$ cat src/rtl/ppi_seq_pkg.sv
// rtl/ppi_seq_pkg.sv - shared types and constants for the PPI bus sequencer
package ppi_seq_pkg;

  typedef enum logic [2:0] {
    IDLE,
    SETUP,
    STROBE,
    HOLD,
    RESP
  } ppi_state_e;

  localparam logic [1:0] PPI_ADDR_A    = 2'd0;
  localparam logic [1:0] PPI_ADDR_B    = 2'd1;
  localparam logic [1:0] PPI_ADDR_C    = 2'd2;
  localparam logic [1:0] PPI_ADDR_CTRL = 2'd3;

  localparam logic [7:0] PPI_CTRL_RESET = 8'h7F;
  localparam int         PPI_BSR_BIT    = 7;

endpackage

$ cat src/rtl/ppi_bus_sequencer_if.sv
// rtl/ppi_bus_sequencer_if.sv - request/response and PPI bus signal bundle
interface ppi_bus_sequencer_if;

  logic       req0_valid;
  logic       req0_ready;
  logic       req0_wr;
  logic [1:0] req0_addr;
  logic [7:0] req0_wdata;

  logic       req1_valid;
  logic       req1_ready;
  logic       req1_wr;
  logic [1:0] req1_addr;
  logic [7:0] req1_wdata;

  logic       rsp_valid;
  logic       rsp_id;
  logic [7:0] rsp_rdata;

  logic       ppi_cs_n;
  logic       ppi_rd_n;
  logic       ppi_wr_n;
  logic [1:0] ppi_addr;
  logic [7:0] ppi_d_out;
  logic       ppi_d_oe;
  logic [7:0] ppi_d_in;

  logic [7:0] ctrl_shadow;

  // Sequencer side.
  modport slave (
    input  req0_valid, req0_wr, req0_addr, req0_wdata,
    input  req1_valid, req1_wr, req1_addr, req1_wdata,
    input  ppi_d_in,
    output req0_ready, req1_ready,
    output rsp_valid, rsp_id, rsp_rdata,
    output ppi_cs_n, ppi_rd_n, ppi_wr_n, ppi_addr, ppi_d_out, ppi_d_oe,
    output ctrl_shadow
  );

  // Fabric / PPI-device side.
  modport master (
    output req0_valid, req0_wr, req0_addr, req0_wdata,
    output req1_valid, req1_wr, req1_addr, req1_wdata,
    output ppi_d_in,
    input  req0_ready, req1_ready,
    input  rsp_valid, rsp_id, rsp_rdata,
    input  ppi_cs_n, ppi_rd_n, ppi_wr_n, ppi_addr, ppi_d_out, ppi_d_oe,
    input  ctrl_shadow
  );

endinterface

$ cat src/rtl/ppi_rr_arb2.sv
// rtl/ppi_rr_arb2.sv - two-way round-robin arbiter
module ppi_rr_arb2 (
  input  logic       clk,
  input  logic       reset_n,
  input  logic [1:0] valid,
  input  logic       advance,
  output logic [1:0] grant
);

  // Index of the requester granted last; reset to 1 so req0 wins the first tie.
  logic last;

  always_comb begin
    grant = valid;
    if (valid == 2'b11) begin
      grant = last ? 2'b01 : 2'b10;
    end
  end

  always_ff @(posedge clk or negedge reset_n) begin
    if (!reset_n) begin
      last <= 1'b1;
    end else if (advance && (grant != 2'b00)) begin
      last <= grant[1];
    end
  end

endmodule

$ cat src/rtl/ppi_bus_sequencer.sv
// rtl/ppi_bus_sequencer.sv - arbitrated CS/RD/WR cycle sequencer for an 8255-style PPI
// Optional PPI_BSR_CMD_EN: BSR writes to the control port are sent as {1,000,wdata[3:0]}.
module ppi_bus_sequencer
  import ppi_seq_pkg::*;
#(
  parameter int T_SETUP  = 1,
  parameter int T_STROBE = 2,
  parameter int T_HOLD   = 1,
  parameter int CNT_W    = 4
) (
  input  logic               clk,
  input  logic               reset_n,
  ppi_bus_sequencer_if.slave bus
);

  ppi_state_e       state, state_nxt;
  logic [CNT_W-1:0] cnt, cnt_nxt;

  logic       lat_id;
  logic       lat_wr;
  logic [1:0] lat_addr;
  logic [7:0] lat_wdata;
  logic [7:0] rdata;
  logic [7:0] shadow;
  logic [7:0] bus_wdata;

  logic [1:0] req_valid;
  logic [1:0] grant;
  logic       in_idle;
  logic       in_bus;
  logic       in_strobe;
  logic       accept;

  assign req_valid = {bus.req1_valid, bus.req0_valid};
  assign in_idle   = (state == IDLE);
  assign accept    = in_idle && (grant != 2'b00);

  ppi_rr_arb2 u_arb (
    .clk     (clk),
    .reset_n (reset_n),
    .valid   (req_valid),
    .advance (in_idle),
    .grant   (grant)
  );

  always_comb begin
    state_nxt = state;
    cnt_nxt   = cnt;
    case (state)
      IDLE: begin
        if (accept) begin
          if (T_SETUP > 0) begin
            state_nxt = SETUP;
            cnt_nxt   = CNT_W'(T_SETUP - 1);
          end else begin
            state_nxt = STROBE;
            cnt_nxt   = CNT_W'(T_STROBE - 1);
          end
        end
      end
      SETUP: begin
        if (cnt == '0) begin
          state_nxt = STROBE;
          cnt_nxt   = CNT_W'(T_STROBE - 1);
        end else begin
          cnt_nxt = cnt - CNT_W'(1);
        end
      end
      STROBE: begin
        if (cnt == '0) begin
          if (T_HOLD > 0) begin
            state_nxt = HOLD;
            cnt_nxt   = CNT_W'(T_HOLD - 1);
          end else begin
            state_nxt = RESP;
          end
        end else begin
          cnt_nxt = cnt - CNT_W'(1);
        end
      end
      HOLD: begin
        if (cnt == '0) begin
          state_nxt = RESP;
        end else begin
          cnt_nxt = cnt - CNT_W'(1);
        end
      end
      RESP: begin
        state_nxt = IDLE;
      end
      default: begin
        state_nxt = IDLE;
      end
    endcase
  end

  always_ff @(posedge clk or negedge reset_n) begin
    if (!reset_n) begin
      state <= IDLE;
      cnt   <= '0;
    end else begin
      state <= state_nxt;
      cnt   <= cnt_nxt;
    end
  end

  always_ff @(posedge clk or negedge reset_n) begin
    if (!reset_n) begin
      lat_id    <= 1'b0;
      lat_wr    <= 1'b0;
      lat_addr  <= PPI_ADDR_A;
      lat_wdata <= 8'h00;
      rdata     <= 8'h00;
      shadow    <= PPI_CTRL_RESET;
    end else begin
      if (accept) begin
        lat_id    <= grant[1];
        lat_wr    <= grant[1] ? bus.req1_wr    : bus.req0_wr;
        lat_addr  <= grant[1] ? bus.req1_addr  : bus.req0_addr;
        lat_wdata <= grant[1] ? bus.req1_wdata : bus.req0_wdata;
        rdata     <= 8'h00;
      end
      if (in_strobe && (cnt == '0) && !lat_wr) begin
        rdata <= bus.ppi_d_in;
      end
      // Only mode-set words are mirrored; BSR writes leave the mode untouched.
      if ((state_nxt == RESP) && (state != RESP) && lat_wr &&
          (lat_addr == PPI_ADDR_CTRL) && !lat_wdata[PPI_BSR_BIT]) begin
        shadow <= lat_wdata;
      end
    end
  end

`ifdef PPI_BSR_CMD_EN
  assign bus_wdata = ((lat_addr == PPI_ADDR_CTRL) && lat_wdata[PPI_BSR_BIT]) ?
                     {1'b1, 3'b000, lat_wdata[3:0]} : lat_wdata;
`else
  assign bus_wdata = lat_wdata;
`endif

  // Bus outputs decode straight from state so an async reset drops them at once.
  assign in_bus    = (state == SETUP) || (state == STROBE) || (state == HOLD);
  assign in_strobe = (state == STROBE);

  assign bus.req0_ready  = accept && grant[0];
  assign bus.req1_ready  = accept && grant[1];
  assign bus.rsp_valid   = (state == RESP);
  assign bus.rsp_id      = lat_id;
  assign bus.rsp_rdata   = rdata;
  assign bus.ppi_cs_n    = !in_bus;
  assign bus.ppi_rd_n    = !(in_strobe && !lat_wr);
  assign bus.ppi_wr_n    = !(in_strobe && lat_wr);
  assign bus.ppi_d_oe    = in_bus && lat_wr;
  assign bus.ppi_addr    = in_bus ? lat_addr : PPI_ADDR_A;
  assign bus.ppi_d_out   = (in_bus && lat_wr) ? bus_wdata : 8'h00;
  assign bus.ctrl_shadow = shadow;

endmodule

$ cat src/flat_wrapper.sv
// flat-port wrapper written by rule: the top's interface ports become plain ports
module ppi_bus_sequencer_flat import ppi_seq_pkg::*;
#(
  parameter int T_SETUP  = 1,
  parameter int T_STROBE = 2,
  parameter int T_HOLD   = 1,
  parameter int CNT_W    = 4
)
  (clk, reset_n, bus_req0_valid, bus_req0_wr, bus_req0_addr, bus_req0_wdata, bus_req1_valid, bus_req1_wr, bus_req1_addr, bus_req1_wdata, bus_ppi_d_in, bus_req0_ready, bus_req1_ready, bus_rsp_valid, bus_rsp_id, bus_rsp_rdata, bus_ppi_cs_n, bus_ppi_rd_n, bus_ppi_wr_n, bus_ppi_addr, bus_ppi_d_out, bus_ppi_d_oe, bus_ctrl_shadow);
  ppi_bus_sequencer_if bus_i ();
  input  logic clk;
  input  logic reset_n;
  input wire logic [$bits(bus_i.req0_valid)-1:0] bus_req0_valid;
  input wire logic [$bits(bus_i.req0_wr)-1:0] bus_req0_wr;
  input wire logic [$bits(bus_i.req0_addr)-1:0] bus_req0_addr;
  input wire logic [$bits(bus_i.req0_wdata)-1:0] bus_req0_wdata;
  input wire logic [$bits(bus_i.req1_valid)-1:0] bus_req1_valid;
  input wire logic [$bits(bus_i.req1_wr)-1:0] bus_req1_wr;
  input wire logic [$bits(bus_i.req1_addr)-1:0] bus_req1_addr;
  input wire logic [$bits(bus_i.req1_wdata)-1:0] bus_req1_wdata;
  input wire logic [$bits(bus_i.ppi_d_in)-1:0] bus_ppi_d_in;
  output wire logic [$bits(bus_i.req0_ready)-1:0] bus_req0_ready;
  output wire logic [$bits(bus_i.req1_ready)-1:0] bus_req1_ready;
  output wire logic [$bits(bus_i.rsp_valid)-1:0] bus_rsp_valid;
  output wire logic [$bits(bus_i.rsp_id)-1:0] bus_rsp_id;
  output wire logic [$bits(bus_i.rsp_rdata)-1:0] bus_rsp_rdata;
  output wire logic [$bits(bus_i.ppi_cs_n)-1:0] bus_ppi_cs_n;
  output wire logic [$bits(bus_i.ppi_rd_n)-1:0] bus_ppi_rd_n;
  output wire logic [$bits(bus_i.ppi_wr_n)-1:0] bus_ppi_wr_n;
  output wire logic [$bits(bus_i.ppi_addr)-1:0] bus_ppi_addr;
  output wire logic [$bits(bus_i.ppi_d_out)-1:0] bus_ppi_d_out;
  output wire logic [$bits(bus_i.ppi_d_oe)-1:0] bus_ppi_d_oe;
  output wire logic [$bits(bus_i.ctrl_shadow)-1:0] bus_ctrl_shadow;
  assign bus_i.req0_valid = bus_req0_valid;
  assign bus_i.req0_wr = bus_req0_wr;
  assign bus_i.req0_addr = bus_req0_addr;
  assign bus_i.req0_wdata = bus_req0_wdata;
  assign bus_i.req1_valid = bus_req1_valid;
  assign bus_i.req1_wr = bus_req1_wr;
  assign bus_i.req1_addr = bus_req1_addr;
  assign bus_i.req1_wdata = bus_req1_wdata;
  assign bus_i.ppi_d_in = bus_ppi_d_in;
  assign bus_req0_ready = bus_i.req0_ready;
  assign bus_req1_ready = bus_i.req1_ready;
  assign bus_rsp_valid = bus_i.rsp_valid;
  assign bus_rsp_id = bus_i.rsp_id;
  assign bus_rsp_rdata = bus_i.rsp_rdata;
  assign bus_ppi_cs_n = bus_i.ppi_cs_n;
  assign bus_ppi_rd_n = bus_i.ppi_rd_n;
  assign bus_ppi_wr_n = bus_i.ppi_wr_n;
  assign bus_ppi_addr = bus_i.ppi_addr;
  assign bus_ppi_d_out = bus_i.ppi_d_out;
  assign bus_ppi_d_oe = bus_i.ppi_d_oe;
  assign bus_ctrl_shadow = bus_i.ctrl_shadow;
  ppi_bus_sequencer #(.T_SETUP(T_SETUP), .T_STROBE(T_STROBE), .T_HOLD(T_HOLD), .CNT_W(CNT_W)) u_core (.clk(clk), .reset_n(reset_n), .bus(bus_i));
endmodule
$ cat config.mk
export PLATFORM = sky130hd
export DESIGN_NAME = ppi_bus_sequencer_flat
export DESIGN_NICKNAME = d
export VERILOG_FILES = /design/src/rtl/ppi_seq_pkg.sv /design/src/rtl/ppi_bus_sequencer_if.sv /design/src/rtl/ppi_rr_arb2.sv /design/src/rtl/ppi_bus_sequencer.sv /design/src/flat_wrapper.sv
export SDC_FILE = /design/constraint.sdc
export NUM_CORES = 1
export LEC_CHECK = 0
export CAP_MARGIN = 40
export CORE_UTILIZATION = 45
export DETAILED_ROUTE_END_ITERATION = 16
export PLACE_DENSITY = 0.93
export SYNTH_ARGS = -nofsm -noshare
export SYNTH_HDL_FRONTEND = slang
export SYNTH_SLANG_ARGS = --single-unit
$ cat constraint.sdc
create_clock -name clk -period 6.1 [get_ports clk]
set_clock_uncertainty 0.2 [all_clocks]
set_input_delay 0.915 -clock clk [delete_from_list [all_inputs] [get_ports clk]]
set_output_delay 0.915 -clock clk [all_outputs]
set_load 0.005 [all_outputs]
# After elaboration in Yosys (flattened, before gate mapping)
# Index checks and enable logic that the tools add are counted.
# totals
regBits,36
ram_bits,0
memories,0
wordCells,64
mem_bits_ro,0
output_inout_bits,34
latch_bits,0
in_bits,34
# classes
div_mod_pow,0
reduce_logical,25
bitwise,0
shift,0
n_lt_le_gt_ge,0
eq_ne,10
mux,19
multipliers,0
addsub,1
# ops
cell,n
two-way mux 8 bit,4
two-way mux 4 bit,4
case mux 4 bit (4 select lines),1
logical AND 1 bit,12
two-way mux 3 bit,4
case mux 3 bit (4 select lines),1
two-way mux 2 bit,4
"== test 3 x 2 -> 1 bit, second input constant",2
"== test 3 bit, second input constant",2
logical NOT 1 bit,5
"== test 2 bit, second input constant",2
logical NOT 4 bit,1
"inequality test 2 bit, second input constant",2
nonzero test 2 bit,2
nonzero test 4 bit,1
"subtractor 4 x 1 -> 4 bit, second input constant",1
"== test 3 x 1 -> 1 bit, second input constant",1
logical NOT 3 bit,1
"inequality test 3 bit, second input constant",1
AND reduction 3 bit,1
logical OR 1 bit,2
two-way mux 1 bit,1

# Depth between registers and ports, before layout
# Gate-level depths: netlist of run 1.
# depth
depth_word,11
mapped_depth,5

# Hierarchy
# A second synthesis of run 1 with hierarchy kept.
# hier_totals
hier_cells,156
hier_area_um2,1760.4
# by_module_without_submodules
module,seq_area_each_um2,area_each_um2,cells_each,instances
ppi_bus_sequencer,884.6,1704.1,150,1
ppi_rr_arb2,26.3,56.3,6,1

# Worst setup path before layout of run 1
# No wires, ideal clock.
# synth_timing
path_type,input -> output
from,input bus_req1_valid
to,output bus_req1_ready
stages,3
n_path_buf,1
t_arrival_ps,1609
path_slack_ps,3376
cell_sequence,a21boi_0 buf_4 and2_1
# synth_between
elab_chain_cells,5
# synth_lines
item,line,rtl
start: declaration,flat_wrapper.sv:17,input wire logic [$bits(bus_i.req1_valid)-1:0] bus_req1_valid;
== test 2 bit,ppi_rr_arb2.sv:15,if (valid == 2'b11) begin
two-way mux 2 bit (*),ppi_rr_arb2.sv:15,
nonzero test 2 bit,ppi_bus_sequencer.sv:36,assign accept = in_idle && (grant != 2'b00);
logical AND 1 bit,ppi_bus_sequencer.sv:36,
logical AND 1 bit (*),ppi_bus_sequencer.sv:146,assign bus.req1_ready = accept && grant[1];
end: declaration,flat_wrapper.sv:23,output wire logic [$bits(bus_i.req1_ready)-1:0] bus_req1_ready;
# Mark *: on every way between the ends. The rest lies on a longest branch, timed or not.

# Worst setup path in the final report of run 1
# Ends and elaborated chain as after synthesis.

==> results of run 1 <==
-- registers in the layout, indices dropped and copies added (netlist names) --
register and flops:
u_core.bus.rsp_rdata 8, u_core.u_arb.last 1, u_core.state 3, u_core.lat_addr 2, u_core.bus.rsp_id 1, u_core.lat_wr 1
u_core.bus.ctrl_shadow 8, u_core.bus_wdata 8, u_core.cnt 4
-- critical path: stages --
cell             delay, ns
clkdlybuf4s50_1       0.53
a21boi_1              0.18
buf_4                 0.24
and2_1                0.17
clkdlybuf4s50_1       0.50
-- stage by stage --
| stage | setup WS, ns | power, µW | instance area [µm²] | util | hold WS, ns |
|---|---|---|---|---|---|
| after global routing | 2.338 | 1372 | 2616 | 0.6989 | 0.3163 |
| final | 2.451 | 1287 | 2616 | 0.6989 | 0.2873 |
| after CTS | 2.445 | 1294 | 2616 | 0.6989 | 0.2922 |
| after floorplan | 3.376 | 769.0 | 1797 | - | 0.2736 |
| after global placement | 2.467 | 1038 | 2490 | 0.6651 | 0.2655 |
| after detailed placement | 2.450 | 1059 | 2490 | 0.6651 | 0.2765 |
-- path summary, 6_finish.rpt --
check,end,slack (ns),cells past startpoint
hold / removal,u_core.bus.ctrl_shadow[7]$_DFFE_PN0P_,0.29,1
setup / recovery,bus_req1_ready,2.45,5
min in group asynchronous,u_core.bus_wdata[5]$_DFFE_PN0P_,0.49,1
hold reg to reg,u_core.bus.ctrl_shadow[7]$_DFFE_PN0P_,0.29,1
max in group asynchronous,u_core.bus_wdata[0]$_DFFE_PN0P_,4.70,1
setup reg to reg,u_core.bus_wdata[5]$_DFFE_PN0P_,3.56,3
-- report_power, final --
group	internal (µW)	total, µW	switching [µW]
combinational	369	611	242
clock	144	229	84.8
sequential	351	447	96.2
-- cells by family after synthesis --
family	share of synthesized area
AO/OA/AOI/OAI	0.1288
XOR/XNOR	0.004876
adder cells (fa/ha/maj)	0.006963
buffers and inverters	0.03691
flip-flops	0.5070
multiplexers	0.1650
AND/OR/NAND/NOR	0.1504
-- cell usage after synthesis, drive strengths merged (2+ instances only) --
library cell  count  share of area
dfrtp            28           0.39
mux2             21           0.13
a22o              8          0.039
and3              8          0.028
dfstp             8           0.12
inv               7          0.015
a21oi             6          0.017
mux2i             6          0.033
a31oi             5          0.017
and2              5          0.017
nor2              5          0.012
buf               4          0.014
clkbuf            4         0.0084
nand2             3         0.0063
nor3              3          0.011
a211oi            2         0.0084
a32o              2          0.011
nand3             2         0.0056
nor4              2          0.015
o32ai             2         0.0098
-- area by class of cell --
class / instances / area [µm²] / area share
Tap cell: 48 / 60.06 / 0.02296
Clock inverter: 1 / 30.03 / 0.01148
Multi-Input combinational cell: 98 / 819.5 / 0.3132
Sequential cell: 36 / 910.9 / 0.3482
Inverter: 7 / 26.28 / 0.01004
Clock buffer: 7 / 96.34 / 0.03682
Timing Repair Buffer: 68 / 673.1 / 0.2573
-- metal layers --
| layer | GRT usage | part of all wire | up-vias |
|---|---|---|---|
| met3 | 0.06424 | 0.063 | 11 |
| met4 | 0.09783 | 0.021 | 0 |
| met1 | 0.2542 | 0.41 | 707 |
| met5 | 0 | 0 | - |
| li1 | - | - | 682 |
| met2 | 0.3776 | 0.50 | 53 |
==> metrics.md, run 1 <==
| Metric | Value |
|---|---|
| Largest net degree at the start of global routing | 37 |
| GP Congestion | around 0.75 |
| Worst Max-Slew Pin Slew | between 0.8 and 0.9 ns |
| PwrDens | between 400 and 500 mW/mm² |
| Syn Nets | 184 |
| IO Pins | 68 |
| Synth Register Bits | 36 |
| Crit start category | primary input |
| DRT iter0 DRCs | 46 |
| Placed cell count | around 260 |
| Crit end category | primary output |
| YS warnings | 0 |
| Tot GR Track Use | 0.2208 |
| Die ar. | about 0.0042 mm² |
| Worst setup path start | bus_req1_valid |
| Peak supply drop | 0.2654 mV |
| PostCTS Resize Cnt | 0 |
| Layout cells sized above 1 | 0.2120 |
| Worst Path Required | roughly 5 ns |
| Seq/Total Area, Yosys | 0.5070 |
| Critical path type | in2out |
| Initial core utilization | 0.4799 |
| First-pass GRT wire length | between 6 and 7 mm |
| Slew Limit Fails | 0 |
| Total Wirelength | 4.206 mm |
| DRC | 0 |
| Hold crit path type | reg2reg |
| I/O Buffers | between 60 and 70 |
| Fill cell count | slightly below 300 |
| Post-Synthesis Cells | about 150 |
| Minimum clock period | roughly 3.6 ns |
| Post-DRT Antenna Nets | 0 |
| Post-DP HPWL | around 2.9 mm |
| Clock Path Buffers | 2 |
| GR Overflow Total | 0 |
| Die height | approximately 65 µm |
| RSZ-0062 raised after global routing | false |
| Synth cell types | 42 |
| First-pass DRT Iterations | 4 |
| Launching point of the worst reg2reg path | u_core.state[2]$_DFF_PN0_ |
| Initial antenna violation count | 0 |
| Relative max-transition margin | 0.4201 |
| Post-CTS setup buffers | 0 |
| Async SR Flop Fraction | 1.000 |
| Vias | about 1,500 |
| Crit-path max FO | 12 |
| Clock transition at path regs | ~0.07 ns |
| Crit path DAT | around 2.5 ns |
| Setup TNS | 0 ns |
| Mapped Area | between 0.0015 and 0.002 mm² |
| Vias in the first global route | 1,464 |
| Final Hold Fails | 0 |
| Max-cap violations | 0 |
| CTS tree | built |
| P_leak | 0.001102 µW |
| Num CTS Buffers | 5 |
| Syn Area/Cell | roughly 12 µm² |
| Die X | between 60 and 70 µm |
| Routed WL per cell | approximately 16 µm |
| Tcrit/Tclk final | 0.5983 |
| Vias per std cell | ~5.5 |
| Final setup vio count | 0 |
| # nets final | ~250 |
| Clk Latency, worst-skew pair | 0.29 ns |
| CORE AREA | roughly 0.0037 mm² |
| EDFF count, synth | 0 |
| Run status | finished, final reports clean |
| Most frequent cells in the layout | 66 x clkdlybuf4s50_1, 28 x dfrtp_1, 21 x mux2_2 |
| Fmax | around 270 MHz |
| Antenna diode count | 0 |
| CTS sink cnt | 36 |
| Synth-to-layout area growth | 45.61% |
| H-Tree Depth | 2 |
| Synth Flop Type | dfrtp_1 |
| Hold Path Origin | u_core.bus.ctrl_shadow[7]$_DFFE_PN0P_ |
| Commonest non-fill, non-tap cell in the layout | clkdlybuf4s50_1 |
| Non-Filler Instances | 265 |
| Cts hold-fix bufs | 0 |
| # rows | 22 |
| Root buffer cell | clkbuf_8 |
No activity file was read; power rests on OpenSTA's default activity.
==> run 2: changes to the inputs <==
--- a/config.mk
+++ b/config.mk
@@ -6,9 +6,9 @@
 export NUM_CORES = 1
 export LEC_CHECK = 0
 export CAP_MARGIN = 40
-export CORE_UTILIZATION = 45
+export CORE_UTILIZATION = 44
 export DETAILED_ROUTE_END_ITERATION = 16
-export PLACE_DENSITY = 0.93
+export PLACE_DENSITY = 0.91
 export SYNTH_ARGS = -nofsm -noshare
 export SYNTH_HDL_FRONTEND = slang
 export SYNTH_SLANG_ARGS = --single-unit
==> constraint.sdc (replaced) <==
create_clock -name clk -period 3.4 [get_ports clk]
set_clock_uncertainty 0.2 [all_clocks]
set_input_delay 0.51 -clock clk [delete_from_list [all_inputs] [get_ports clk]]
set_output_delay 0.51 -clock clk [all_outputs]
set_load 0.005 [all_outputs]
==> metrics.md, run 2 (synthesized netlist as in run 1, its figures left out) <==
| Metric | Value |
|---|---|
| CP cell instances | nor3_2, buf_4, and2_1, clkdlybuf4s50_1 |
| Fmax | about 350 MHz |
| Max-cap violations | 0 (unchanged) |
| IO Pins | 68 (unchanged) |
| Met2 WL | 2.076 mm (-2.1%) |
| RSZ-0062 raised after global routing | false |
| # nets final | 252 (+0.40%) |
| Crit path DAT | 2.16 ns (-0.37 ns) |
| Critical path type | reg2out |
| GP Congestion | 0.8247 (+11%) |
| Peak supply drop | 0.4361 mV (+64%) |
| Cell family with most CP delay | buffers and inverters |
| Die height | 65.90 µm (+1.1%) |
| Commonest non-fill, non-tap cell in the layout | clkdlybuf4s50_1 |
| Run status | finished, final reports clean |
| Reg2Reg Setup Slack | 1.17 ns (-2.39 ns) |
| Crit-path max FO | 12 (unchanged) |
| Post-DP HPWL | 2.942 mm (+1.3%) |
| Vias | 1,451 (-0.14%) |
| Slowest CP cell | dfrtp_1 |
| Die X | 65.90 µm (+1.1%) |
| Slowest cell delay on critical path | 0.53 ns (about the same) |
| Routed WL per cell | 15.81 µm (-0.38%) |
| Crit start category | flop |
| Worst R2R End | u_core.bus.ctrl_shadow[5]$_DFFE_PN1P_ |
| Vias in the first global route | 1,474 (+0.68%) |
| Launching point of the worst reg2reg path | u_core.cnt[0]$_DFFE_PN0P_ |
| # rows | 22 (unchanged) |
| GR Overflow Total | 0 (unchanged) |
| Die ar. | 0.004343 mm² (+2.2%) |
| First-pass GRT wire length | 7.038 mm (+2.1%) |
| P_leak | 0.001093 µW (-0.76%) |
| Clk Latency, worst-skew pair | 0.29 ns (about the same) |
| CORE AREA | 0.003799 mm² (+1.5%) |
| Clock transition at path regs | 0.07 ns (about the same) |
| Post-CTS setup buffers | 0 (unchanged) |
| Relative max-transition margin | 0.4743 (+0.05423) |
| Post-DRT Antenna Nets | 0 (unchanged) |
| CTS tree | built |
| PostCTS Resize Cnt | 0 (unchanged) |
| Minimum clock period | 2.867 ns |
| Initial antenna violation count | 0 (unchanged) |
| H-Tree Depth | 2 (unchanged) |
| Root buffer cell | clkbuf_8 |
| Total Wirelength | 4.206 mm (unchanged) |
| DRT iter0 DRCs | 97 (+110%) |
| Met3 wire len | 312 µm (+17%) |
| Synth-to-layout area growth | 44.15% |
| Final Hold Fails | 0 (unchanged) |
| Tcrit/Tclk final | 0.8432 |
| Tot GR Track Use | 0.2226 (+0.001820) |
| WL met1 | 1.711 mm (-0.93%) |
| Hold crit path type | in2async |
| Buffers plus inverters on the worst setup path | 2 (-1) |
| Largest net degree at the start of global routing | 37 (unchanged) |
| DRC | 0 (unchanged) |
| I/O Buffers | 67 (unchanged) |
| Slew Limit Fails | 0 (unchanged) |
| R2R depth | 5 (+2) |
| Crit end category | primary output |
| Top routing layer in use | met4 |
| Antenna diode count | 0 (unchanged) |
| First-pass DRT Iterations | 4 (unchanged) |
| Layout cells sized above 1 | 0.2156 (+0.003615) |
| Initial core utilization | 0.4730 (-0.006956) |
| Clock Path Buffers | 2 (unchanged) |
| Setup TNS | 0 ns (unchanged) |
| Cts hold-fix bufs | 0 (unchanged) |
| Worst Max-Slew Pin Slew | 0.7885 ns (-0.07663 ns) |
| CTS sink cnt | 36 (unchanged) |
| Final setup vio count | 0 (unchanged) |
| Worst Path Required | 2.69 ns (-2.29 ns) |
| PwrDens | 855.0 mW/mm² (+74%) |
| Num CTS Buffers | 5 (unchanged) |
| Vias per std cell | 5.455 (-0.51%) |
| Most frequent cells in the layout | 66 x clkdlybuf4s50_1, 28 x dfrtp_1, 21 x mux2_2 |
| Fin util | 0.6818 (-0.01705) |
==> run 2: worst max-delay path by stage <==
stage                              startpoint        endpoint  slack [ns]  cells past startpoint
global placement               bus_req1_valid  bus_req1_ready        0.73                      4
global route        u_core.state[2]$_DFF_PN0_  bus_req1_ready        0.44                      4
finish              u_core.state[2]$_DFF_PN0_  bus_req1_ready        0.53                      4
CTS                 u_core.state[2]$_DFF_PN0_  bus_req1_ready        0.57                      4
floorplan           u_core.state[0]$_DFF_PN0_  bus_req0_ready        1.43                      5
detailed placement             bus_req1_valid  bus_req1_ready        0.71                      4
==> run 2: metrics by stage <==
step,hold slack [ns],total power [µW],cells,cell area [µm²],setup WS [ns]
after CTS,0.1183,2225,266,2590,0.5724
after global placement,0.2756,1874,258,2497,0.7274
after floorplan,0.01441,1380,149,1797,1.426
after detailed placement,0.2765,1898,258,2497,0.7103
final,0.09695,2214,266,2590,0.5333
after global routing,0.1559,2365,266,2590,0.4368
==> run 2: where the power goes <==
part	leakage (µW)	total [µW]	switching, µW	internal, µW
sequential	0.000434	799	169	629
combinational	0.000608	1100	433	671
clock	0.0000510	312	150	161
==> run 2: worst register-to-register path: stages (launching register included) <==
cell       delay (ns)
dfrtp_1          0.41
inv_1            0.07
ha_1             0.29
nand4bb_4        0.20
nor4_4           0.57
mux2_2           0.41
==> run 2: area by class of cell <==
cell class                      instances  area, µm²
Tap cell                               48      60.06
Clock inverter                          2      10.01
Clock buffer                            6      82.58
Fill cell                             300       1209
Multi-Input combinational cell         98      819.5
Inverter                                7      26.28
Timing Repair Buffer                   69      680.7
Sequential cell                        36      910.9
==> run 2: routing by layer <==
metal | vias to the layer above | track usage
li1 | 687 | -
met2 | 61 | 0.3673
met1 | 693 | 0.2611
met3 | 10 | 0.07586
met4 | 0 | 0.09511
met5 | - | 0
==> variant (settings of run 2) <==
Reset style: synchronous (`reset_n`), changed in 3 clocked blocks. Comments in the files are not updated.
--- a/src/rtl/ppi_rr_arb2.sv
+++ b/src/rtl/ppi_rr_arb2.sv
@@ -19,3 +19,3 @@
 
-  always_ff @(posedge clk or negedge reset_n) begin
+  always_ff @(posedge clk) begin
     if (!reset_n) begin
--- a/src/rtl/ppi_bus_sequencer.sv
+++ b/src/rtl/ppi_bus_sequencer.sv
@@ -96,3 +96,3 @@
 
-  always_ff @(posedge clk or negedge reset_n) begin
+  always_ff @(posedge clk) begin
     if (!reset_n) begin
@@ -106,3 +106,3 @@
 
-  always_ff @(posedge clk or negedge reset_n) begin
+  always_ff @(posedge clk) begin
     if (!reset_n) begin
Formal check against the unedited RTL: differs if reset_n is asserted again (counterexample within 4 cycles, from zero or initial values and one cycle with reset_n low); with reset_n held inactive, the same outputs for 10 cycles.
==> variant against run 2 <==
- sequential cell count unchanged
- wire length decreased by 8.4%
- combinational power decreased by 38%
- area after synthesis decreased by 4.7%
- synthesized cell count increased by 14%
- critical endpoint is now bus_req0_ready
- setup slack improved by 0.17 ns
- design area decreased by 4.8%
- power decreased by 28%
- count of clock-buffer cells in the layout decreased by 1
- critical path type is now in2out
- first-iteration DRC count decreased by 63%
- largest cell class is now multi-input gates
==> variant: results (changes against run 2) <==
status completed (unchanged); asr flop ratio synth 0% (was 100%); placed cells 276 (was 258); Filler cells 301 (was 300); syn_nets 206 (was 184); reg-to-reg critical path endpoint u_core.bus.rsp_rdata[4] (was u_core.bus.ctrl_shadow[5]); post-synthesis sequential area ratio 42.1% (was 50.7%); compound-cell area share of the yosys netlist 16.5% (was 12.9%); routability-driven placement congestion ratio 0.762 (was 0.825); drt wl/cell 13.6 µm (was 15.8 µm); dpl hpwl 2760 µm (was 2940 µm); number of global-route vias before repair 1365 (was 1474); layout cells sized above 1 7.23% (was 21.6%); Lkg Pwr 0.00106 µW (was 0.00109 µW); Tmin final 2.70 ns (was 2.87 ns); global-route wire length before repair 6290 µm (was 7040 µm); Via density 5.18 (was 5.45); DRT Wirelength 3850 µm (was 4210 µm); Slew Limit Headroom 65.0% (was 47.4%); Hold Crit Class reg2reg (was in2async); WHS 0.229 ns (was 0.0970 ns); post-synthesis mux area share 11.1% (was 16.5%); Placement Cell Area 0.00238 mm² (was 0.00250 mm²); Synth Instances 170 (was 149); dpl ws 0.695 ns (was 0.710 ns); share of total power in combinational logic 42.5% (was 49.8%); Post-Synth XOR/XNOR Area 0.512% (was 0.487%); VDD IR max 0.000331 V (was 0.000436 V); worst setup path endpoint bus_req0_ready (was bus_req1_ready); largest net degree at the start of global routing 26 (was 37); Reg2Reg Setup Slack 1.24 ns (was 1.17 ns); Crit-path slowest cell clkdlybuf4s50_1 (was dfrtp_1); origin of the critical flop-to-flop path u_core.cnt[0] (unchanged)
==> variant: cell count changes after synthesis, moves of 3 or more <==
cell,delta
nand2_1,+19
dfrtp_1,-28
nand3b_1,+3
dfstp_2,-8
mux2i_1,+13
nand2b_1,+5
a31oi_1,-5
o211a_1,+11
mux2_2,-21
a21oi_1,-5
dfxtp_1,+36
==> variant: layer usage <==
layer	wire, µm	global-route usage [%]	share of wire (%)	vias up
met2	1830	32.1	47	44
met1	1750	24.8	45	682
met5	0	0	0	-
met4	35	5.00	0.91	0
met3	238	7.32	6.2	6
li1	-	-	-	733
==> variant: area by class of cell <==
type,count,share of cell area (%)
flip-flops and latches,36,29.2
well taps,48,2.44
clock inverters,2,0.507
inverters,5,0.761
clock buffers,5,2.79
multi-input cells,117,36.2
repair buffers,70,28.1
==> variant: worst register-to-register path, cell delays in order, from the launching register on <==
cell	delay, ns
dfxtp_1	0.34
inv_1	0.09
ha_1	0.22
or3b_1	0.51
nor4_4	0.21
and2_1	0.35
a22o_1	0.19
